### src/rtl/femto_pkg.sv
// Shared types and default widths for the unified-memory port arbiter.
// The response state records which requester owns the read data arriving next cycle.
package femto_pkg;

  localparam int unsigned ADDR_W_DEF     = 32;
  localparam int unsigned DATA_W_DEF     = 32;
  localparam int unsigned STARVE_LIM_DEF = 4;

  typedef enum logic [1:0] {
    RSP_NONE = 2'd0,
    RSP_IF   = 2'd1,
    RSP_D    = 2'd2
  } rsp_state_e;

endpackage

### src/rtl/mem_port_arbiter_if.sv
// Bundle of fetch, load/store and memory-port signals around the arbiter.
// The slave modport is the arbiter's view; master is the surrounding core and memory.
interface mem_port_arbiter_if #(
  parameter int unsigned ADDR_W = 32,
  parameter int unsigned DATA_W = 32
);
  localparam int unsigned BE_W = DATA_W / 8;

  logic              if_req;
  logic [ADDR_W-1:0] if_addr;
  logic              if_gnt;
  logic              if_rvalid;
  logic [DATA_W-1:0] if_rdata;

  logic              d_req;
  logic              d_we;
  logic [BE_W-1:0]   d_be;
  logic [ADDR_W-1:0] d_addr;
  logic [DATA_W-1:0] d_wdata;
  logic              d_gnt;
  logic              d_rvalid;
  logic [DATA_W-1:0] d_rdata;

  logic              mem_en;
  logic              mem_we;
  logic [BE_W-1:0]   mem_be;
  logic [ADDR_W-1:0] mem_addr;
  logic [DATA_W-1:0] mem_wdata;
  logic [DATA_W-1:0] mem_rdata;

  logic              stall_pc;

  modport slave (
    input  if_req, if_addr, d_req, d_we, d_be, d_addr, d_wdata, mem_rdata,
    output if_gnt, if_rvalid, if_rdata, d_gnt, d_rvalid, d_rdata,
    output mem_en, mem_we, mem_be, mem_addr, mem_wdata, stall_pc
  );

  modport master (
    output if_req, if_addr, d_req, d_we, d_be, d_addr, d_wdata, mem_rdata,
    input  if_gnt, if_rvalid, if_rdata, d_gnt, d_rvalid, d_rdata,
    input  mem_en, mem_we, mem_be, mem_addr, mem_wdata, stall_pc
  );

endinterface

### src/rtl/mem_arb_starve_cnt.sv
// Saturating count of consecutive cycles a fetch has been denied the memory port.
// at_limit hands priority to fetch; the count never wraps.
module mem_arb_starve_cnt #(
  parameter int unsigned LIM = 4
) (
  input  logic clk,
  input  logic rst_n,
  input  logic inc,
  input  logic clr,
  output logic at_limit
);
  localparam int unsigned CNT_W = $clog2(LIM + 1);
  localparam logic [CNT_W-1:0] LIM_C = CNT_W'(LIM);
  localparam logic [CNT_W-1:0] ONE_C = CNT_W'(1);

  logic [CNT_W-1:0] r_cnt;

  // Counter register: clear wins over increment, holds at the limit.
  always_ff @(posedge clk) begin
    if (!rst_n) begin
      r_cnt <= '0;
    end else if (clr) begin
      r_cnt <= '0;
    end else if (inc && (r_cnt != LIM_C)) begin
      r_cnt <= r_cnt + ONE_C;
    end else begin
      r_cnt <= r_cnt;
    end
  end

  assign at_limit = (r_cnt == LIM_C);

endmodule

### src/rtl/mem_port_arbiter.sv
// Shares one single-ported memory between instruction fetch and load/store.
// Data wins unless fetch has starved; read data returns one cycle after its grant.
module mem_port_arbiter
  import femto_pkg::*;
#(
  parameter int unsigned ADDR_W     = ADDR_W_DEF,
  parameter int unsigned DATA_W     = DATA_W_DEF,
  parameter int unsigned STARVE_LIM = STARVE_LIM_DEF
) (
  input logic              clk,
  input logic              rst_n,
  mem_port_arbiter_if.slave bus
);
  localparam int unsigned BE_W = DATA_W / 8;

  logic       w_if_gnt;
  logic       w_d_gnt;
  logic       w_at_limit;
  logic       w_starve_inc;
  logic       w_starve_clr;
  logic       w_if_rvalid;
  logic       w_d_rvalid;
  rsp_state_e r_state;
  rsp_state_e w_state_nxt;

  // Grant selection: one winner per cycle, nothing while reset is held.
  always_comb begin
    w_if_gnt = 1'b0;
    w_d_gnt  = 1'b0;
    if (!rst_n) begin
      w_if_gnt = 1'b0;
      w_d_gnt  = 1'b0;
    end else if (bus.if_req && (!bus.d_req || w_at_limit)) begin
      w_if_gnt = 1'b1;
    end else if (bus.d_req) begin
      w_d_gnt = 1'b1;
    end else begin
      w_if_gnt = 1'b0;
      w_d_gnt  = 1'b0;
    end
  end

  assign w_starve_inc = bus.if_req & ~w_if_gnt;
  assign w_starve_clr = w_if_gnt | ~bus.if_req;

  mem_arb_starve_cnt #(
    .LIM (STARVE_LIM)
  ) u_starve_cnt (
    .clk      (clk),
    .rst_n    (rst_n),
    .inc      (w_starve_inc),
    .clr      (w_starve_clr),
    .at_limit (w_at_limit)
  );

  // Memory port mux: the granted requester drives address, enables and data.
  always_comb begin
    bus.mem_en    = 1'b0;
    bus.mem_we    = 1'b0;
    bus.mem_be    = {BE_W{1'b0}};
    bus.mem_addr  = {ADDR_W{1'b0}};
    bus.mem_wdata = {DATA_W{1'b0}};
    if (w_if_gnt) begin
      bus.mem_en   = 1'b1;
      bus.mem_be   = {BE_W{1'b1}};
      bus.mem_addr = bus.if_addr;
    end else if (w_d_gnt) begin
      bus.mem_en    = 1'b1;
      bus.mem_we    = bus.d_we;
      bus.mem_be    = bus.d_be;
      bus.mem_addr  = bus.d_addr;
      bus.mem_wdata = bus.d_wdata;
    end else begin
      bus.mem_en = 1'b0;
    end
  end

  // Response state register.
  always_ff @(posedge clk) begin
    if (!rst_n) begin
      r_state <= RSP_NONE;
    end else begin
      r_state <= w_state_nxt;
    end
  end

  // Next response owner: stores complete at grant and leave nothing outstanding.
  always_comb begin
    w_state_nxt = RSP_NONE;
    if (w_if_gnt) begin
      w_state_nxt = RSP_IF;
    end else if (w_d_gnt && !bus.d_we) begin
      w_state_nxt = RSP_D;
    end else begin
      w_state_nxt = RSP_NONE;
    end
  end

  // Response valids; a reset arriving under an outstanding read discards it.
  always_comb begin
    w_if_rvalid = 1'b0;
    w_d_rvalid  = 1'b0;
    case (r_state)
      RSP_IF:  w_if_rvalid = rst_n;
      RSP_D:   w_d_rvalid  = rst_n;
      default: begin
        w_if_rvalid = 1'b0;
        w_d_rvalid  = 1'b0;
      end
    endcase
  end

  assign bus.if_gnt    = w_if_gnt;
  assign bus.d_gnt     = w_d_gnt;
  assign bus.if_rvalid = w_if_rvalid;
  assign bus.d_rvalid  = w_d_rvalid;
  assign bus.if_rdata  = bus.mem_rdata;
  assign bus.d_rdata   = bus.mem_rdata;
  assign bus.stall_pc  = bus.if_req & ~w_if_gnt;

endmodule

### src/flat_wrapper.sv
// flat-port wrapper written by rule: the top's interface ports become plain ports
module mem_port_arbiter_flat import femto_pkg::*;
#(
  parameter int unsigned ADDR_W     = ADDR_W_DEF,
  parameter int unsigned DATA_W     = DATA_W_DEF,
  parameter int unsigned STARVE_LIM = STARVE_LIM_DEF
)
  (clk, rst_n, bus_if_req, bus_if_addr, bus_d_req, bus_d_we, bus_d_be, bus_d_addr, bus_d_wdata, bus_mem_rdata, bus_if_gnt, bus_if_rvalid, bus_if_rdata, bus_d_gnt, bus_d_rvalid, bus_d_rdata, bus_mem_en, bus_mem_we, bus_mem_be, bus_mem_addr, bus_mem_wdata, bus_stall_pc);
  mem_port_arbiter_if #(.ADDR_W(ADDR_W), .DATA_W(DATA_W)) bus_i ();
  input logic clk;
  input logic rst_n;
  input wire logic [$bits(bus_i.if_req)-1:0] bus_if_req;
  input wire logic [$bits(bus_i.if_addr)-1:0] bus_if_addr;
  input wire logic [$bits(bus_i.d_req)-1:0] bus_d_req;
  input wire logic [$bits(bus_i.d_we)-1:0] bus_d_we;
  input wire logic [$bits(bus_i.d_be)-1:0] bus_d_be;
  input wire logic [$bits(bus_i.d_addr)-1:0] bus_d_addr;
  input wire logic [$bits(bus_i.d_wdata)-1:0] bus_d_wdata;
  input wire logic [$bits(bus_i.mem_rdata)-1:0] bus_mem_rdata;
  output wire logic [$bits(bus_i.if_gnt)-1:0] bus_if_gnt;
  output wire logic [$bits(bus_i.if_rvalid)-1:0] bus_if_rvalid;
  output wire logic [$bits(bus_i.if_rdata)-1:0] bus_if_rdata;
  output wire logic [$bits(bus_i.d_gnt)-1:0] bus_d_gnt;
  output wire logic [$bits(bus_i.d_rvalid)-1:0] bus_d_rvalid;
  output wire logic [$bits(bus_i.d_rdata)-1:0] bus_d_rdata;
  output wire logic [$bits(bus_i.mem_en)-1:0] bus_mem_en;
  output wire logic [$bits(bus_i.mem_we)-1:0] bus_mem_we;
  output wire logic [$bits(bus_i.mem_be)-1:0] bus_mem_be;
  output wire logic [$bits(bus_i.mem_addr)-1:0] bus_mem_addr;
  output wire logic [$bits(bus_i.mem_wdata)-1:0] bus_mem_wdata;
  output wire logic [$bits(bus_i.stall_pc)-1:0] bus_stall_pc;
  assign bus_i.if_req = bus_if_req;
  assign bus_i.if_addr = bus_if_addr;
  assign bus_i.d_req = bus_d_req;
  assign bus_i.d_we = bus_d_we;
  assign bus_i.d_be = bus_d_be;
  assign bus_i.d_addr = bus_d_addr;
  assign bus_i.d_wdata = bus_d_wdata;
  assign bus_i.mem_rdata = bus_mem_rdata;
  assign bus_if_gnt = bus_i.if_gnt;
  assign bus_if_rvalid = bus_i.if_rvalid;
  assign bus_if_rdata = bus_i.if_rdata;
  assign bus_d_gnt = bus_i.d_gnt;
  assign bus_d_rvalid = bus_i.d_rvalid;
  assign bus_d_rdata = bus_i.d_rdata;
  assign bus_mem_en = bus_i.mem_en;
  assign bus_mem_we = bus_i.mem_we;
  assign bus_mem_be = bus_i.mem_be;
  assign bus_mem_addr = bus_i.mem_addr;
  assign bus_mem_wdata = bus_i.mem_wdata;
  assign bus_stall_pc = bus_i.stall_pc;
  mem_port_arbiter #(.ADDR_W(ADDR_W), .DATA_W(DATA_W), .STARVE_LIM(STARVE_LIM)) u_core (.clk(clk), .rst_n(rst_n), .bus(bus_i));
endmodule
### config.mk
export PLATFORM = sky130hd
export DESIGN_NAME = mem_port_arbiter_flat
export DESIGN_NICKNAME = d
export VERILOG_FILES = /design/src/rtl/femto_pkg.sv /design/src/rtl/mem_port_arbiter_if.sv /design/src/rtl/mem_arb_starve_cnt.sv /design/src/rtl/mem_port_arbiter.sv /design/src/flat_wrapper.sv
export SDC_FILE = /design/constraint.sdc
export NUM_CORES = 1
export LEC_CHECK = 0
export ABC_AREA = 0
export ABC_CLOCK_PERIOD_IN_PS = 1830
export CORE_AREA = 2 2 107 109
export DETAILED_ROUTE_END_ITERATION = 10
export DIE_AREA = 0 0 109 111
export DONT_BUFFER_PORTS = 1
export PLACE_DENSITY = 0.33
export SYNTH_ARGS = -nofsm -noshare
export SYNTH_HDL_FRONTEND = slang
export SYNTH_SLANG_ARGS = --single-unit
### constraint.sdc
create_clock -name clk -period 1.83 [get_ports clk]
set_input_delay 0.366 -clock clk [delete_from_list [all_inputs] [get_ports clk]]
set_output_delay 0.366 -clock clk [all_outputs]
set_load 0.02 [all_outputs]
== Word level (Yosys, flattened, before mapping) ==
Cells that the tools add are included.
Cells by class
  add/sub/neg operators: 1
  eq/ne operators: 4
  muxes and demuxes: 19
  bitwise logic cells: 5
  reductions and logical operators: 8
Operators with widths (count)
  2-to-1 mux 32 bit: 4
  2-to-1 mux 1 bit: 12
  2-to-1 mux 4 bit: 2
  OR reduction 2 bit: 2
  adder 3 x 1 -> 3 bit, second input constant: 1
  equality test 3 bit, second input constant: 1
  logical AND 1 bit: 3
  inequality test 3 bit, second input constant: 1
  inverter 1 bit: 3
  equality test 2 x 1 -> 1 bit, second input constant: 1
  equality test 2 bit, second input constant: 1
  zero test 1 bit: 2
  2-to-1 mux 2 bit: 1
  AND 1 bit: 1
  logical OR 1 bit: 1
  OR 1 bit: 1
Word-level totals
  flip-flop bits (word level): 5
  input bits: 137
  output and inout port bits: 139
  word-level logic and storage cells: 40

== Longest topological paths before layout ==
Gate-level depths: netlist of run 1.
  depth after elaboration: 8
  gate-level depth with buffers: 7
  depth with buffers taken out: 5

== By module ==
Synthesis of run 1 repeated with hierarchy kept, for this count alone.
Second synthesis, totals
  cell total of the unflattened synthesis: 256
  area, all modules: 1657.8 um^2
By module, submodules not included
  mem_port_arbiter: times used 1, cells each 238, area each 1470.2 um^2, seq. area each 40.0 um^2
  mem_arb_starve_cnt: times used 1, cells each 18, area each 187.7 um^2, seq. area each 60.1 um^2

== Worst setup path after synthesis of run 1 ==
OpenSTA, ideal clock, no wires.
  path type: register -> output
  from: register u_core.u_starve_cnt.r_cnt[0]
  to: output port bus_mem_addr[16]
  arrival: 1395 ps
  data required time: 1464 ps
  path slack: 69 ps
  cell stages (with the launch flop): 8
  buffers on the path: 2
  path through: dfxtp_1 -> inv_1 -> ha_1 -> a21boi_2 -> nor2_2 -> buf_2 -> buf_6 -> a22o_1
On the way
  longest elaborated chain between the ends: 7
  elaborated cells on any way between the ends: 9
  those cells by class: eq/ne: 1; mux: 6; reduce/logical: 2
Ends and longest elaborated chain
  start: declaration: RTL line mem_arb_starve_cnt.sv:16  | logic [CNT_W-1:0] r_cnt;
  start signal: assignment: RTL line mem_arb_starve_cnt.sv:25  | r_cnt <= r_cnt + ONE_C;
  start signal: assignment: RTL line mem_arb_starve_cnt.sv:27  | r_cnt <= r_cnt;
  equality test 3 bit (*): RTL line mem_arb_starve_cnt.sv:31  | assign at_limit = (r_cnt == LIM_C);
  logical OR 1 bit (*): RTL line mem_port_arbiter.sv:33  | end else if (bus.if_req && (!bus.d_req || w_at_limit)) begin
  logical AND 1 bit (*): RTL line mem_port_arbiter.sv:33
  2-to-1 mux 1 bit: RTL line mem_port_arbiter.sv:33
  2-to-1 mux 1 bit: RTL line mem_port_arbiter.sv:30  | if (!rst_n) begin
  2-to-1 mux 32 bit: RTL line mem_port_arbiter.sv:67  | end else if (w_d_gnt) begin
  2-to-1 mux 32 bit (*): RTL line mem_port_arbiter.sv:63  | if (w_if_gnt) begin
  end: declaration: RTL line flat_wrapper.sv:29  | output wire logic [$bits(bus_i.mem_addr)-1:0] bus_mem_addr;
Mark *: on every way between the ends. The rest lies on a longest branch, timed or not.

== Worst setup path after layout of run 1 ==
  from: register u_core.u_starve_cnt.r_cnt[1]
  to: output port bus_mem_addr[1]
Same word-level chain as after synthesis.

==> insert_results.sql, run 1 <==
INSERT INTO impl_metrics (metric_group, metric, value, unit) VALUES
('power', 'net_switching_share_of_the_total_power', '0.325', ''),
('yosys', 'ys_warn_count', '0', ''),
('clocking', 'number_of_buffers_inserted_for_hold_repair_after_clock_tree_synthesis', '0', ''),
('run_status', 'run_status', 'finished, violations left', ''),
('final_layout', 'insertedDiodeCount', '0', ''),
('yosys', 'syn_area_per_cell', '7.71', 'um^2'),
('yosys', 'mappedNetlistNets', '311', ''),
('detailed_routing', 'remaining_drc_errors', '0', ''),
('clocking', 'path_clk_slew', '0.03', 'ns'),
('critical_path', 'path_type_of_the_worst_setup_path', 'reg -> out', ''),
('yosys', 'synth_top_cell_by_area', 'sky130_fd_sc_hd__buf_4', ''),
('floorplan', 'full_die_area', '12100', 'um^2'),
('final_layout', 'layout-area-overhead-vs-synth', '48.8', '%'),
('floorplan', 'start_util', '0.120', ''),
('power', 'irDropWorstVdd', '484', 'uV'),
('power', 'p_int', '627', 'uW'),
('global_route', 'initial_antenna_violation_count', '0', ''),
('timing', 'report.final.setup_viol', '72', ''),
('timing', 'max_freq', '0.491', 'GHz'),
('detailed_routing', 'drt-wirelength-per-cell', '18.1', 'um'),
('critical_path', 'startpoint_types', 'register', ''),
('yosys', 'post_synth_fa_ha_maj_area_fraction', '0.0189', ''),
('yosys', 'post_synth_xor_area_fraction', '0', ''),
('clocking', 'cts_sinks', '5', ''),
('placed_design', 'portBuffers', '0', ''),
('global_route', 'wire_length_of_the_first_global_routing_pass', '6960', 'um'),
('power', 'combinational_fraction_of_design_power', '0.481', ''),
('placed_design', 'dp.final_hpwl', '3280', 'um'),
('floorplan', 'core', '11100', 'um^2'),
('yosys', 'synthMuxAreaShare', '0.00755', ''),
('timing', 'final.setup_skew', '0.00161', 'ns'),
('yosys', 'synth.yosys.seq_area_share', '0.0755', ''),
('clocking', 'cts_inserted_buffers', '3', ''),
('final_layout', 'layout_commonest_cell', 'sky130_fd_sc_hd__and2_4', ''),
('yosys', 'synth-compound-area-share', '0.252', ''),
('global_route', 'grt-ovfl-total', '0', ''),
('timing', 'holdWs', '0.212', 'ns'),
('detailed_routing', 'detailedRoute.firstPassIterationCount', '3', ''),
('placed_design', 'gpl_wtd_cong', '0.716', ''),
('timing', 'fin_tns_setup', '-9.72', 'ns'),
('critical_path', 'crit_required', '1.46', 'ns'),
('floorplan', 'fp.dieH', '111', 'um'),
('detailed_routing', 'ant_nets', '0', ''),
('yosys', 'synth_top_cell_area_share', '0.368', ''),
('power', 'net-switching-power', '302', 'uW'),
('power', 'p_seq_frac', '0.123', ''),
('timing', 'fin_crit_share', '1.11', ''),
('yosys', 'synthesis.instances', '172', ''),
('timing', 'remaining_max_slew_budget_at_the_tightest_pin', '0.696', ''),
('placed_design', 'numPlacedInstances', '251', ''),
('floorplan', 'floorplan.rows', '39', ''),
('final_layout', 'finalInstanceArea', '1970', 'um^2'),
('floorplan', 'die_width', '109', 'um'),
('final_layout', 'finalNetCount', '290', ''),
('timing', 'layout_setup_ws', '-0.207', 'ns'),
('critical_path', 'crit_arrival', '1.67', 'ns'),
('clocking', 'clock-root-buffer', 'sky130_fd_sc_hd__clkbuf_16', ''),
('timing', 'drv_slew', '0', ''),
('final_layout', 'final_layout_size_suffix_gt1_frac', '0.860', ''),
('final_layout', 'final_core_util', '0.178', ''),
('clocking', 'htreeDepth', '1', ''),
('global_route', 'gr-usage-all-layers', '0.0798', ''),
('placed_design', 'placedInstanceArea', '1060', 'um^2'),
('timing', 'worst-slew-pin-transition', '0.454', 'ns'),
('detailed_routing', 'dr_total_vias', '1127', ''),
('power', 'powerDensity', '471', 'nW/um^2'),
('yosys', 'largest_family_of_logic_cells_by_synthesized_area', 'buffers and inverters', ''),
('final_layout', 'most_frequent_cells_in_the_layout', 'sky130_fd_sc_hd__and2_4 (32), sky130_fd_sc_hd__a22o_4 (27), sky130_fd_sc_hd__buf_4 (24)', ''),
('run_status', 'violations', 'negative setup slack', ''),
('yosys', 'synthSimpleGateAreaFrac', '0.221', ''),
('final_layout', 'layoutNonFillerInstCount', '293', '');
-- sequential cells by signal (all words and copies together), names as in the netlist --
name                       count
u_core.u_starve_cnt.r_cnt      3
u_core.r_state                 2
-- kinds of logic after synthesis --
| family | Yosys count |
|---|---|
| multiplexers | 1 |
| AO/OA/AOI/OAI | 38 |
| buffers and inverters | 77 |
| AND/OR/NAND/NOR | 49 |
| adder cells (fa/ha/maj) | 2 |
| flip-flops | 5 |
-- synth_stat cells, drive strengths merged --
cell	count
a21boi	1
ha	2
or2	1
a22o	32
nor3b	1
nor2b	2
nor2	5
a31oi	1
mux2i	1
nand2	4
a21o	4
and2	34
buf	75
and4	1
dfxtp	5
inv	2
and3b	1
-- final timing paths --
kind,end,slack [ns],from
min,u_core.r_state[1]$_SDFF_PP0_,0.21,bus_d_we
max reg2reg,u_core.r_state[1]$_SDFF_PP0_,0.51,u_core.u_starve_cnt.r_cnt[1]$_SDFFE_PP0P_
min reg2reg,u_core.u_starve_cnt.r_cnt[0]$_SDFFE_PP0P_,0.50,u_core.u_starve_cnt.r_cnt[0]$_SDFFE_PP0P_
max,bus_mem_addr[1],-0.21,u_core.u_starve_cnt.r_cnt[1]$_SDFFE_PP0P_
-- per-stage QoR --
step           total power (uW)  setup WS [ns]
3_5_place_dp                371         -0.309
3_3_place_gp                373         -0.236
5_1_grt                     967         -0.256
4_1_cts                     897         -0.214
6_report                    929         -0.207
2_1_floorplan               546         0.0692
-- what timing repair did --
action	4_1_cts	5_1_grt
resized for setup	89	48
cloned	5	0
pin swaps	20	8
buffers inserted	27	7
endpoints found under the setup margin	73	73
-- worst max-delay path, stage by stage (launching register included) --
cell and delay [ns]:
sky130_fd_sc_hd__dfxtp_2 0.32, sky130_fd_sc_hd__inv_2 0.04, sky130_fd_sc_hd__ha_4 0.16, sky130_fd_sc_hd__buf_6 0.12, sky130_fd_sc_hd__a31oi_4 0.20, sky130_fd_sc_hd__buf_6 0.15
sky130_fd_sc_hd__buf_12 0.14, sky130_fd_sc_hd__a22o_1 0.18, sky130_fd_sc_hd__buf_6 0.12
-- layer usage --
metal	routed length (um)	track usage	vias to the layer above
met5	0	0	-
li1	-	-	478
met4	193	0.0359	0
met3	610	0.0259	22
met1	1580	0.0748	494
met2	2930	0.152	133
-- power groups by stage --
stage	clock network, uW	registers (uW)	logic (uW)
after CTS	376	114	407
after detailed placement	0	115	256
after floorplan	0	115	430
after global placement	0	115	258
after global routing	381	115	471
final	368	114	447
-- area by class of cell --
type / instances / area (um^2) / area share
sequential: 5 / 103 / 0.0520
multi-input combinational: 93 / 1090 / 0.553
tap: 143 / 179 / 0.0907
inverter: 2 / 7.51 / 0.00380
clock buffer: 4 / 78.8 / 0.0399
timing repair buffer: 46 / 514 / 0.261
(Power assumes the default switching activity.)
==> run 2, diff against run 1 <==
GPL_ROUTABILITY_DRIVEN = 0   (was unset)
MAX_ROUTING_LAYER = met4   (was unset)
==> insert_results.sql, run 2 (synthesis results as in run 1) <==
INSERT INTO impl_metrics (metric_group, metric, value, unit) VALUES
('critical_path', 'timing.rr.end', 'u_core.r_state[1]$_SDFF_PP0_', ''),
('timing', 'fin_crit_share', '1.11', ''),
('timing', 'max_freq', '0.492', 'GHz'),
('global_route', 'gr-usage-all-layers', '0.0820', ''),
('power', 'p_seq_frac', '0.123', ''),
('power', 'design_power_total', '930', 'uW'),
('timing', 'finalCriticalPeriod', '2.03', 'ns'),
('timing', 'holdWs', '0.211', 'ns'),
('critical_path', 'crit_path_frequent_cell', 'sky130_fd_sc_hd__buf_6', ''),
('timing', 'final.setup_skew', '0.00223', 'ns'),
('floorplan', 'start_util', '0.120', ''),
('critical_path', 'rrSetupSlack', '0.51', 'ns'),
('final_layout', 'finalInstanceArea', '1970', 'um^2'),
('detailed_routing', 'avgViaCountPerCell', '3.85', ''),
('final_layout', 'max_flop_register', 'u_core.u_starve_cnt.r_cnt', ''),
('power', 'irDropWorstVdd', '484', 'uV'),
('floorplan', 'die_width', '109', 'um'),
('clocking', 'tritoncts', 'done', ''),
('worst_hold_path', 'worst_hold_path.num_cells', '1', ''),
('final_layout', 'reg.largest.list', 'u_core.u_starve_cnt.r_cnt: 3 flops, u_core.r_state: 2 flops', ''),
('final_layout', 'layout_commonest_cell', 'sky130_fd_sc_hd__and2_4', ''),
('power', 'p_int', '627', 'uW'),
('detailed_routing', 'remaining_drc_errors', '0', ''),
('timing', 'fin_tns_setup', '-9.76', 'ns'),
('power', 'pwr-share-clk', '0.397', ''),
('global_route', 'grt-ovfl-total', '0', ''),
('timing', 'drv_slew', '0', ''),
('worst_hold_path', 'hold_start', 'bus_d_we', ''),
('global_route', 'initial_antenna_violation_count', '0', ''),
('global_route', 'wire_length_of_the_first_global_routing_pass', '6960', 'um'),
('power', 'net-switching-power', '303', 'uW'),
('timing', 'report.final.setup_viol', '72', ''),
('worst_hold_path', 'holdCritPathClass', 'in -> reg', ''),
('timing', 'layout_setup_ws', '-0.202', 'ns'),
('clocking', 'clockBufferDepth', '2', ''),
('placed_design', 'dp.final_hpwl', '3280', 'um'),
('power', 'cellLeakagePower', '0.000881', 'uW'),
('clocking', 'path_clk_slew', '0.04', 'ns'),
('power', 'net_switching_share_of_the_total_power', '0.326', ''),
('critical_path', 'startpoint_types', 'register', ''),
('floorplan', 'floorplan.rows', '39', ''),
('floorplan', 'i_o_pins', '276', ''),
('timing', 'hold_violations', '0', ''),
('timing', 'remaining_max_slew_budget_at_the_tightest_pin', '0.692', ''),
('placed_design', 'placedInstanceArea', '1060', 'um^2'),
('critical_path', 'timing.critical_path.cells', 'inv_2 -> ha_4 -> buf_6 -> a31oi_4 -> buf_6 -> buf_12 -> a22o_1 -> buf_6', ''),
('clocking', 'clock-root-buffer', 'sky130_fd_sc_hd__clkbuf_16', ''),
('clocking', 'cts_inserted_buffers', '3', ''),
('run_status', 'run_status', 'finished, violations left', ''),
('clocking', 'number_of_buffers_inserted_for_hold_repair_after_clock_tree_synthesis', '0', ''),
('worst_hold_path', 'worst_hold_endpoint', 'u_core.r_state[1]$_SDFF_PP0_', ''),
('detailed_routing', 'detailedRoute.firstPassIterationCount', '4', ''),
('critical_path', 'cp_slowest_stage_delay', '0.32', 'ns'),
('detailed_routing', 'routed_wirelength', '5270', 'um'),
('final_layout', 'final_layout_size_suffix_gt1_frac', '0.860', ''),
('clocking', 'clock_latency_of_the_later_clocked_register_in_the_worst_skew_pair', '0.23', 'ns'),
('power', 'powerDensity', '471', 'nW/um^2'),
('floorplan', 'fp.dieH', '111', 'um'),
('floorplan', 'core', '11100', 'um^2'),
('placed_design', 'numPlacedInstances', '251', ''),
('global_route', 'largest_net_degree_at_the_start_of_global_routing', '36', ''),
('final_layout', 'finalNetCount', '290', ''),
('timing', 'worst-slew-pin-transition', '0.461', 'ns'),
('run_status', 'violations', 'negative setup slack', ''),
('detailed_routing', 'drt-initial-drc-count', '13', ''),
('critical_path', 'path_type_of_the_worst_setup_path', 'reg -> out', ''),
('placed_design', 'portBuffers', '0', ''),
('power', 'combinational_fraction_of_design_power', '0.480', ''),
('global_route', 'via_count_of_the_first_global_routing_pass', '1111', ''),
('final_layout', 'flip_flop_count_of_the_largest_register_all_copies_and_words_added', '3', ''),
('final_layout', 'most_frequent_cells_in_the_layout', 'sky130_fd_sc_hd__and2_4 (32), sky130_fd_sc_hd__a22o_4 (27), sky130_fd_sc_hd__buf_4 (24)', ''),
('detailed_routing', 'ant_nets', '0', ''),
('clocking', 'cts_sinks', '5', ''),
('detailed_routing', 'drt-wirelength-per-cell', '18.0', 'um'),
('critical_path', 'path_max_fanout', '17', ''),
('critical_path', 'crit_path_top_delay_cell', 'sky130_fd_sc_hd__dfxtp_2', ''),
('detailed_routing', 'dr_total_vias', '1129', ''),
('final_layout', 'insertedDiodeCount', '0', ''),
('critical_path', 'crit_arrival', '1.67', 'ns'),
('clocking', 'htreeDepth', '1', ''),
('critical_path', 'timing.critical_path.to_type', 'primary output', ''),
('final_layout', 'layout-area-overhead-vs-synth', '48.8', '%'),
('final_layout', 'layoutNonFillerInstCount', '293', ''),
('floorplan', 'full_die_area', '12100', 'um^2'),
('critical_path', 'worst_r2r_startpoint', 'u_core.u_starve_cnt.r_cnt[1]$_SDFFE_PP0P_', ''),
('timing', 'rsz0062_at_grt', 'true', ''),
('critical_path', 'crit_required', '1.46', 'ns'),
('critical_path', 'worstRegToRegCells', '7', ''),
('run', 'max_cap_violations', '0', '');
-- run 2: worst max-delay path, delay by kind of cell, from the launching register on --
family | cells | cell delay (ns)
adder cells (fa/ha/maj) | 1 | 0.16
flip-flops | 1 | 0.32
AO/OA/AOI/OAI | 2 | 0.38
buffers and inverters | 5 | 0.57
-- run 2: per-layer routing --
layer  part of all wire  GRT usage
met5                  0          -
met4              0.037     0.0359
met3               0.11     0.0247
met2               0.55      0.152
met1               0.30     0.0759
-- run 2: how the worst max path moves through the flow --
stage | endpoint | from
after floorplan | bus_mem_addr[16] | u_core.u_starve_cnt.r_cnt[0]$_SDFFE_PP0P_
after global placement | bus_mem_addr[14] | u_core.u_starve_cnt.r_cnt[0]$_SDFFE_PP0P_
after detailed placement | bus_mem_addr[1] | u_core.u_starve_cnt.r_cnt[1]$_SDFFE_PP0P_
after CTS | bus_mem_addr[5] | u_core.u_starve_cnt.r_cnt[1]$_SDFFE_PP0P_
after global routing | bus_mem_addr[1] | u_core.u_starve_cnt.r_cnt[1]$_SDFFE_PP0P_
final | bus_mem_addr[1] | u_core.u_starve_cnt.r_cnt[1]$_SDFFE_PP0P_
-- run 2: area by class of cell --
cell class              count  area, um^2
repair buffers             46         514
inverters                   2        7.51
multi-input cells          93        1090
fillers                  1204        9100
flip-flops and latches      5         103
well taps                 143         179
clock buffers               4        78.8
-- run 2: stage by stage --
| stage | util | setup WS [ns] |
|---|---|---|
| after CTS | 0.162 | -0.214 |
| after detailed placement | 0.0954 | -0.309 |
| final | 0.178 | -0.202 |
| after floorplan | - | 0.0692 |
| after global routing | 0.178 | -0.256 |
| after global placement | 0.0954 | -0.236 |
-- run 2: timing repair --
| item | in CTS | in global routing |
|---|---|---|
| cloned | 5 | 0 |
| pin swaps | 20 | 7 |
| gates resized for setup | 89 | 48 |
| endpoints found under the setup margin | 73 | 73 |
| buffers inserted | 27 | 7 |
-- run 2: power by group through the flow --
stage                     Clock, uW  Sequential (uW)  Combinational (uW)
after floorplan                   0              115                 430
after global placement            0              115                 258
after detailed placement          0              115                 256
after CTS                       376              114                 407
after global routing            381              115                 471
final                           369              114                 447
